<file path="src/rtl/eq_pkg.sv">
// Shared constants, band indices and FSM state type for the equalizer band mixer.
package eq_pkg;

  localparam int NUM_BANDS  = 10;
  localparam int DATA_W     = 24;
  localparam int GAIN_W     = 16;
  localparam int GAIN_FRAC  = 12;
  localparam int ACC_W      = DATA_W + GAIN_W + 4;
  localparam int BAND_IDX_W = 4;

  localparam logic signed [GAIN_W-1:0] GAIN_UNITY = 16'sd4096;

  localparam logic [BAND_IDX_W-1:0] BAND_LOWPASS  = 4'd0;
  localparam logic [BAND_IDX_W-1:0] BAND_HIGHPASS = 4'd9;
  localparam logic [BAND_IDX_W-1:0] LAST_BAND     = BAND_IDX_W'(NUM_BANDS - 1);

  typedef enum logic [1:0] {
    ST_IDLE = 2'd0,
    ST_MAC  = 2'd1,
    ST_OUT  = 2'd2
  } eq_state_t;

endpackage

</file>
<file path="src/rtl/eq_gain_table.sv">
// Shadow/active per-band gain register file; commit copies shadow to active atomically.
module eq_gain_table
  import eq_pkg::*;
(
  input  logic                    clk,
  input  logic                    rst,
  input  logic                    wr_en,
  input  logic [BAND_IDX_W-1:0]   wr_addr,
  input  logic signed [GAIN_W-1:0] wr_data,
  input  logic                    commit,
  input  logic [BAND_IDX_W-1:0]   rd_idx,
  output logic signed [GAIN_W-1:0] rd_gain
);

  logic signed [GAIN_W-1:0] shadow [NUM_BANDS];
  logic signed [GAIN_W-1:0] active [NUM_BANDS];

  // Commit samples the pre-write shadow, so a same-cycle write lands in the next commit.
  always_ff @(posedge clk) begin
    if (rst) begin
      for (int i = 0; i < NUM_BANDS; i++) begin
        shadow[i] <= GAIN_UNITY;
        active[i] <= GAIN_UNITY;
      end
    end else begin
      if (wr_en && (wr_addr <= LAST_BAND)) begin
        shadow[wr_addr] <= wr_data;
      end
      if (commit) begin
        for (int i = 0; i < NUM_BANDS; i++) begin
          active[i] <= shadow[i];
        end
      end
    end
  end

  assign rd_gain = (rd_idx <= LAST_BAND) ? active[rd_idx] : '0;

endmodule

</file>
<file path="src/rtl/eq_band_mix_scheduler.sv">
// Mixes ten band samples through one shared signed MAC with per-band gain, then rounds and saturates.
// Handshake: sample_valid is a one-cycle strobe accepted in IDLE/OUT (dropped with an overrun pulse in MAC); out_valid is a one-cycle strobe with no backpressure.
module eq_band_mix_scheduler
  import eq_pkg::*;
(
  input  logic                          clk,
  input  logic                          rst,
  input  logic                          sample_valid,
  input  logic [NUM_BANDS*DATA_W-1:0]   band_data,
  input  logic                          gain_wr_en,
  input  logic [BAND_IDX_W-1:0]         gain_wr_addr,
  input  logic signed [GAIN_W-1:0]      gain_wr_data,
  output logic signed [DATA_W-1:0]      out_sample,
  output logic                          out_valid,
  output logic                          sat,
  output logic                          busy,
  output logic                          overrun
);

  localparam logic signed [ACC_W-1:0] ROUND_BIAS = ACC_W'(2 ** (GAIN_FRAC - 1));
  localparam logic signed [ACC_W-1:0] SAT_MAX =
    {{(ACC_W-DATA_W+1){1'b0}}, {(DATA_W-1){1'b1}}};
  localparam logic signed [ACC_W-1:0] SAT_MIN =
    {{(ACC_W-DATA_W+1){1'b1}}, {(DATA_W-1){1'b0}}};

  eq_state_t                state, state_n;
  logic                     capture;
  logic                     overrun_n;
  logic [BAND_IDX_W-1:0]    idx;
  logic signed [ACC_W-1:0]  acc;
  logic signed [DATA_W-1:0] bands [NUM_BANDS];
  logic signed [DATA_W-1:0] cur_band;
  logic signed [GAIN_W-1:0] cur_gain;
  logic signed [ACC_W-1:0]  ext_band, ext_gain, prod;
  logic signed [ACC_W-1:0]  acc_rnd, shifted;
  logic                     clip_hi, clip_lo;
  logic signed [DATA_W-1:0] sat_val;

  eq_gain_table u_gain_table (
    .clk     (clk),
    .rst     (rst),
    .wr_en   (gain_wr_en),
    .wr_addr (gain_wr_addr),
    .wr_data (gain_wr_data),
    .commit  (capture),
    .rd_idx  (idx),
    .rd_gain (cur_gain)
  );

  always_comb begin
    state_n   = state;
    capture   = 1'b0;
    overrun_n = 1'b0;
    case (state)
      ST_IDLE: begin
        if (sample_valid) begin
          capture = 1'b1;
          state_n = ST_MAC;
        end
      end
      ST_MAC: begin
        overrun_n = sample_valid;
        if (idx == LAST_BAND) state_n = ST_OUT;
      end
      ST_OUT: begin
        if (sample_valid) begin
          capture = 1'b1;
          state_n = ST_MAC;
        end else begin
          state_n = ST_IDLE;
        end
      end
      default: state_n = ST_IDLE;
    endcase
  end

  // Size casts of signed operands sign-extend, giving a full-precision product.
  assign cur_band = bands[idx];
  assign ext_band = ACC_W'(cur_band);
  assign ext_gain = ACC_W'(cur_gain);
  assign prod     = ext_band * ext_gain;

  assign acc_rnd = acc + ROUND_BIAS;
  assign shifted = acc_rnd >>> GAIN_FRAC;
  assign clip_hi = shifted > SAT_MAX;
  assign clip_lo = shifted < SAT_MIN;
  assign sat_val = clip_hi ? SAT_MAX[DATA_W-1:0] :
                   clip_lo ? SAT_MIN[DATA_W-1:0] : shifted[DATA_W-1:0];

  assign busy = (state != ST_IDLE);

  always_ff @(posedge clk) begin
    if (rst) begin
      state      <= ST_IDLE;
      acc        <= '0;
      idx        <= '0;
      out_sample <= '0;
      out_valid  <= 1'b0;
      sat        <= 1'b0;
      overrun    <= 1'b0;
      for (int i = 0; i < NUM_BANDS; i++) bands[i] <= '0;
    end else begin
      state     <= state_n;
      out_valid <= 1'b0;
      sat       <= 1'b0;
      overrun   <= overrun_n;
      if (state == ST_OUT) begin
        out_sample <= sat_val;
        out_valid  <= 1'b1;
        sat        <= clip_hi | clip_lo;
      end
      if (capture) begin
        for (int i = 0; i < NUM_BANDS; i++) begin
          bands[i] <= band_data[i*DATA_W +: DATA_W];
        end
        acc <= '0;
        idx <= '0;
      end else if (state == ST_MAC) begin
        acc <= acc + prod;
        idx <= (idx == LAST_BAND) ? '0 : idx + 1'b1;
      end
    end
  end

endmodule

</file>
<file path="config.mk">
export PLATFORM = sky130hd
export DESIGN_NAME = eq_band_mix_scheduler
export DESIGN_NICKNAME = d
export VERILOG_FILES = /design/src/rtl/eq_pkg.sv /design/src/rtl/eq_gain_table.sv /design/src/rtl/eq_band_mix_scheduler.sv
export SDC_FILE = /design/constraint.sdc
export NUM_CORES = 2
export LEC_CHECK = 0
export CORE_MARGIN = 8
export CORE_UTILIZATION = 56
export CTS_BUF_LIST = sky130_fd_sc_hd__clkbuf_8
export DETAILED_ROUTE_END_ITERATION = 16
export GPL_TIMING_DRIVEN = 0
export HOLD_SLACK_MARGIN = 0.02
export PLACE_DENSITY = 0.79
export SLEW_MARGIN = 20
export SYNTH_ARGS = -nofsm -noshare
export SYNTH_HDL_FRONTEND = slang
export SYNTH_SLANG_ARGS = --single-unit
</file>
<file path="constraint.sdc">
create_clock -name clk -period 16.1 [get_ports clk]
set_clock_uncertainty 0.2 [all_clocks]
set_input_delay 4.025 -clock clk [delete_from_list [all_inputs] [get_ports clk]]
set_output_delay 4.025 -clock clk [all_outputs]
set_load 0.01 [all_outputs]
</file>
# Yosys cells after proc, flatten, opt, wreduce, memory -nomap -nowiden
# Memory sizes are Yosys's and may differ from the RTL's. A register that Yosys moved wholly into a read port is not among the register bits.
# Cells that the tools add are included.
# classes
div	0
n_reduce_logical	9
shifts	0
n_lt_le_gt_ge	4
add_sub_neg	3
mul	1
bitwise	23
mux	46
n_eq_ne	5
# ops
operator	count
24-bit two-way mux	12
16-bit two-way mux	12
44-bit by 13-bit adder with 44-bit output (second input constant)	1
44-bit by 40-bit adder with 44-bit output	1
24-bit by 16-bit multiplier with 40-bit output	1
32-bit by 24-bit > comparator with 1-bit output (second input constant)	1
32-bit by 24-bit < comparator with 1-bit output (second input constant)	1
4-bit two-way mux	6
1-bit bitwise OR	21
16-bit OR reduction	1
1-bit two-way mux	13
4-bit less-or-equal comparator (second input constant)	2
2-bit OR reduction	4
2-bit one-hot mux with 3 select lines	1
4-bit by 1-bit adder with 4-bit output (second input constant)	1
4-bit equality test (second input constant)	1
2-bit two-way mux	2
2-bit != test (second input constant)	2
2-bit by 1-bit equality test with 1-bit output (second input constant)	1
2-bit equality test (second input constant)	1
2-bit logical NOT	1
1-bit NOT	2
2-bit AND reduction	1
2-bit nonzero test	1
1-bit logical AND	1
# totals
mem_count	3
in_bits	264
latch_bits	0
ff_bits	77
out_inout_bits	28
word_cells	101
mem_bits_rw	560
rom_bits	0
# memory_table
memory	depth	word_bits	rd	rd_ports_with_merged_regs	write_ports	line_no	text
bands	10	24	1	1	10	eq_band_mix_scheduler.sv:31	logic signed [DATA_W-1:0] bands [NUM_BANDS];
u_gain_table.active	10	16	1	1	10	eq_gain_table.sv:16	logic signed [GAIN_W-1:0] active [NUM_BANDS];
u_gain_table.shadow	10	16	10	0	10	eq_gain_table.sv:15	logic signed [GAIN_W-1:0] shadow [NUM_BANDS];

# Longest topological paths before layout
# depth
depth_word	7
mapped_depth	32
ltp_nobuf	29

# Modules after synthesis
# A second synthesis with hierarchy kept.
# hier_totals
hier_cells	3680
area_unflattened_um2	42922.4
# by_module_without_submodules
module	instances	area_per_inst_um2	cells_each	seq_area_each_um2
eq_band_mix_scheduler	1	29812.3	2796	8828.5
eq_gain_table	1	13110.1	884	9609.2

# Worst setup path before layout
# No wires, ideal clock.
# synth_timing
kind	input to register
startpoint	input rst
endpoint	register with a tool-made name
arrival_time_ns	15.856
n_path_buf	3
setup_time_ns	0.647
t_required_ns	15.253
stages	6
slack_ns	-0.603
cell_sequence	buf_6 a21oi_1 inv_1 clkbuf_1 clkbuf_1 nor2_1
# synth_rtl
element	line_no	text
from (decl)	eq_band_mix_scheduler.sv:7	input logic rst,

==> metrics.md <==
| Metric | Value |
|---|---|
| Max stage delay cell, worst path | `o21ai_1` |
| H-tree Lvls | `3` |
| Top_reg_cell synth | `edfxtp_1` |
| Finished Layout Cells | `5078` |
| Post-Route WL | `117000 um` |
| Die Y | `291 um` |
| Reg2Reg Depth | `29` |
| PD cells | `178 nW/um^2` |
| Max_slew headroom | `19.9%` |
| GRT Residual Overflow | `0` |
| Number of global-route vias before repair | `30400` |
| Worst vdd ir | `0.000331 V` |
| Worst EP required | `16.49 ns` |
| CP startpoint kind | `register` |
| Least-Margin Pin Slew | `1.19 ns` |
| Max Slew Vio Count | `0` |
| Mapped Cells | `3588` |
| Yosys cell types | `67` |
| Area Overhead vs Synth | `15.0%` |
| Post-layout util | `64.6%` |
| Mapped Nets | `4410` |
| Die Width | `291 um` |
| Static Leak | `20.3 nW` |
| Placed cell count | `4865` |
| Via density | `5.69` |
| Final Critical Period | `10.74 ns` |
| Drt pass-1 iters | `6` |
| Asr flop ratio synth | `0%` |
| CTS tree | `yes` |
| Vias | `28900` |
| Hold-critical path depth | `2` |
| CP Class | `reg2reg` |
| Seq cells post-synth | `641` |
| GPL Wtd Cong | `0.970` |
| Clock buffer count from CTS | `103` |
| Number of synthesized flops with an enable pin | `560` |
| Final nets | `4814` |
| CTS Sinks | `641` |
| Clock buffer depth | `3` |
| Clock Latency Late Sink | `0.76 ns` |
| I/O Buffers | `289` |
| Core box area | `75400 sq um` |
| Syn avg cell area | `11.8 sq um` |
| HPWL after detailed placement | `92800 um` |
| Hold buffers post-CTS | `0` |
| Post-synthesis sequential area ratio | `43.5%` |
| Critical-path maximum fanout | `10` |
| # Post-CTS Setup Buffers | `0` |
| Fraction of layout cells with a size suffix above 1 | `8.27%` |
| Top-Level Pins | `292` |
| Most used cell, CP | `fa_1` |
| RSZ-0062 raised after global routing | `false` |
| MaxCap Viol Count | `0` |
| Tot GR Track Use | `27.7%` |
| Fmax | `0.0932 GHz` |
| Rows | `101` |
| Placement Cell Area | `46700 sq um` |
| DR WL/cell | `23.1 um` |
| Total Die Area | `84700 sq um` |
| Initial Util | `56.2%` |
| Iter 0 DRT Violations | `3097` |
| Clock Pin Slew Worst Setup and Hold Paths | `0.06 ns` |
| DRC Markers | `0` |
| Routed Antenna Nets | `0` |
| Max stage delay on crit path | `0.89 ns` |
| Antenna violations before repair | `23` |
| Status | `completed` |
| Gates resized, CTS repair | `0` |
| Synthesized area | `42400 sq um` |
| Min-delay worst type | `reg2reg` |
| Final hold vios | `0` |
| CP endpoint kind | `register` |
| Arrival @ worst endpoint | `11.12 ns` |
| Period utilization | `66.7%` |
| Final setup fails | `0` |
| Final TNS setup | `0 ns` |
| Largest net degree at the start of global routing | `92` |
| Root Driver | `clkbuf_8` |
| Ys Warns | `0` |
| Layout Cell Area excl Fill | `48700 sq um` |
| Global-route wire length before repair | `177000 um` |
-- registers in the layout (all words and copies together) (netlist names), named ones only --
| signal | count |
|---|---|
| overrun | 1 |
| sat | 1 |
| u_gain_table.shadow | 160 |
| u_gain_table.active | 160 |
| idx | 4 |
| acc | 44 |
| state | 2 |
| out_sample | 24 |
| bands | 240 |
| out_valid | 1 |
-- Yosys cell counts (all sizes together), types with 11 or more instances --
library cell	number	area share (%)
edfxtp	560	40
inv	473	4.2
fa	434	21
and2	409	6.0
nor2	379	3.4
nand2	304	2.7
ha	124	3.7
clkbuf	117	1.0
dfxtp	81	3.8
mux4	80	4.3
a21oi	73	0.86
o21ai	61	0.73
buf	42	0.62
mux2i	42	0.99
o211ai	35	0.87
xnor2	34	0.70
nand2b	33	0.49
nand3	32	0.39
xor2	32	0.66
mux2	30	0.80
nor2b	29	0.43
a211oi	27	0.48
o21a	22	0.39
a21o	18	0.32
nand4	17	0.25
nor3	16	0.24
or2	11	0.16
or3	11	0.16
-- where the power goes --
group	internal (mW)	switching, mW
registers	1.96	0.0704
clock network	0.671	0.691
logic	2.19	3.12
-- cell usage in the layout, fill, tap and decap left out, types with 28 or more instances in the layout --
cell / Yosys / layout
edfxtp_1: 560 / 560
inv_1: 473 / 502
fa_1: 434 / 434
and2_1: 409 / 409
nor2_1: 379 / 379
nand2_1: 302 / 302
clkdlybuf4s50_1: 0 / 289
ha_1: 124 / 124
clkbuf_1: 116 / 115
clkbuf_8: 0 / 107
dfxtp_1: 81 / 81
mux4_2: 80 / 80
a21oi_1: 73 / 73
mux2i_1: 42 / 42
o21ai_0: 40 / 39
xnor2_1: 34 / 34
nand2b_1: 33 / 33
xor2_1: 32 / 32
nand3_1: 31 / 31
mux2_2: 30 / 30
nor2b_1: 29 / 28
clkinv_1: 0 / 28
-- kinds of logic after synthesis --
family,share of synthesized area [%]
and+or+nand+nor,14.8
muxes,6.04
DFF,43.5
adders and majority gates,24.2
xor gates and xnor gates,1.36
AOI/OAI and AO/OA,4.26
buffers and inverters,5.90
-- path summary, 6_finish.rpt --
kind                                from       to  slack, ns
worst min-delay path              acc[0]   acc[0]       0.26
worst min register to register    acc[0]   acc[0]       0.26
worst max-delay path            register  acc[42]       5.36
worst max register to register  register  acc[42]       5.36
-- layout make-up --
type | count | area [sq um]
plain buffers | 161 | 736
clock buffers | 106 | 1460
repair buffers | 299 | 3070
diodes | 25 | 62.6
multi-input cells | 2313 | 21500
clock inverters | 82 | 505
well taps | 978 | 1220
fillers | 5613 | 26700
inverters | 473 | 1780
flip-flops and latches | 641 | 18400
-- per-layer routing --
metal / GRT usage [%] / share of wire, % / vias to the layer above / routed length, um
li1: - / - / 12600 / -
met1: 33.2 / 35 / 14400 / 40900
met2: 47.5 / 51 / 1561 / 59500
met3: 6.06 / 9.7 / 344 / 11400
met4: 13.2 / 4.7 / 0 / 5490
met5: 0 / 0 / - / 0
-- stage by stage --
| step | worst slack, ns | power [mW] | hold slack [ns] |
|---|---|---|---|
| 2_1_floorplan | 5.63 | 6.02 | 0.236 |
| 3_3_place_gp | 2.57 | 7.22 | 0.241 |
| 3_5_place_dp | 5.60 | 7.31 | 0.255 |
| 4_1_cts | 5.54 | 8.69 | 0.263 |
| 5_1_grt | 5.08 | 9.46 | 0.284 |
| 6_report | 5.36 | 8.70 | 0.260 |
-- critical path: cells and delay by family, from the launching register on --
kind                     cells  cell delay, ns
adder cells (fa/ha/maj)      7            3.45
flip-flops                   1            0.33
AO/OA/AOI/OAI                9            3.00
AND/OR/NAND/NOR              2            0.34
XOR/XNOR                     1            0.18
multiplexers                 2            0.75
buffers and inverters        8            2.32
No activity file was read; power rests on OpenSTA's default activity.
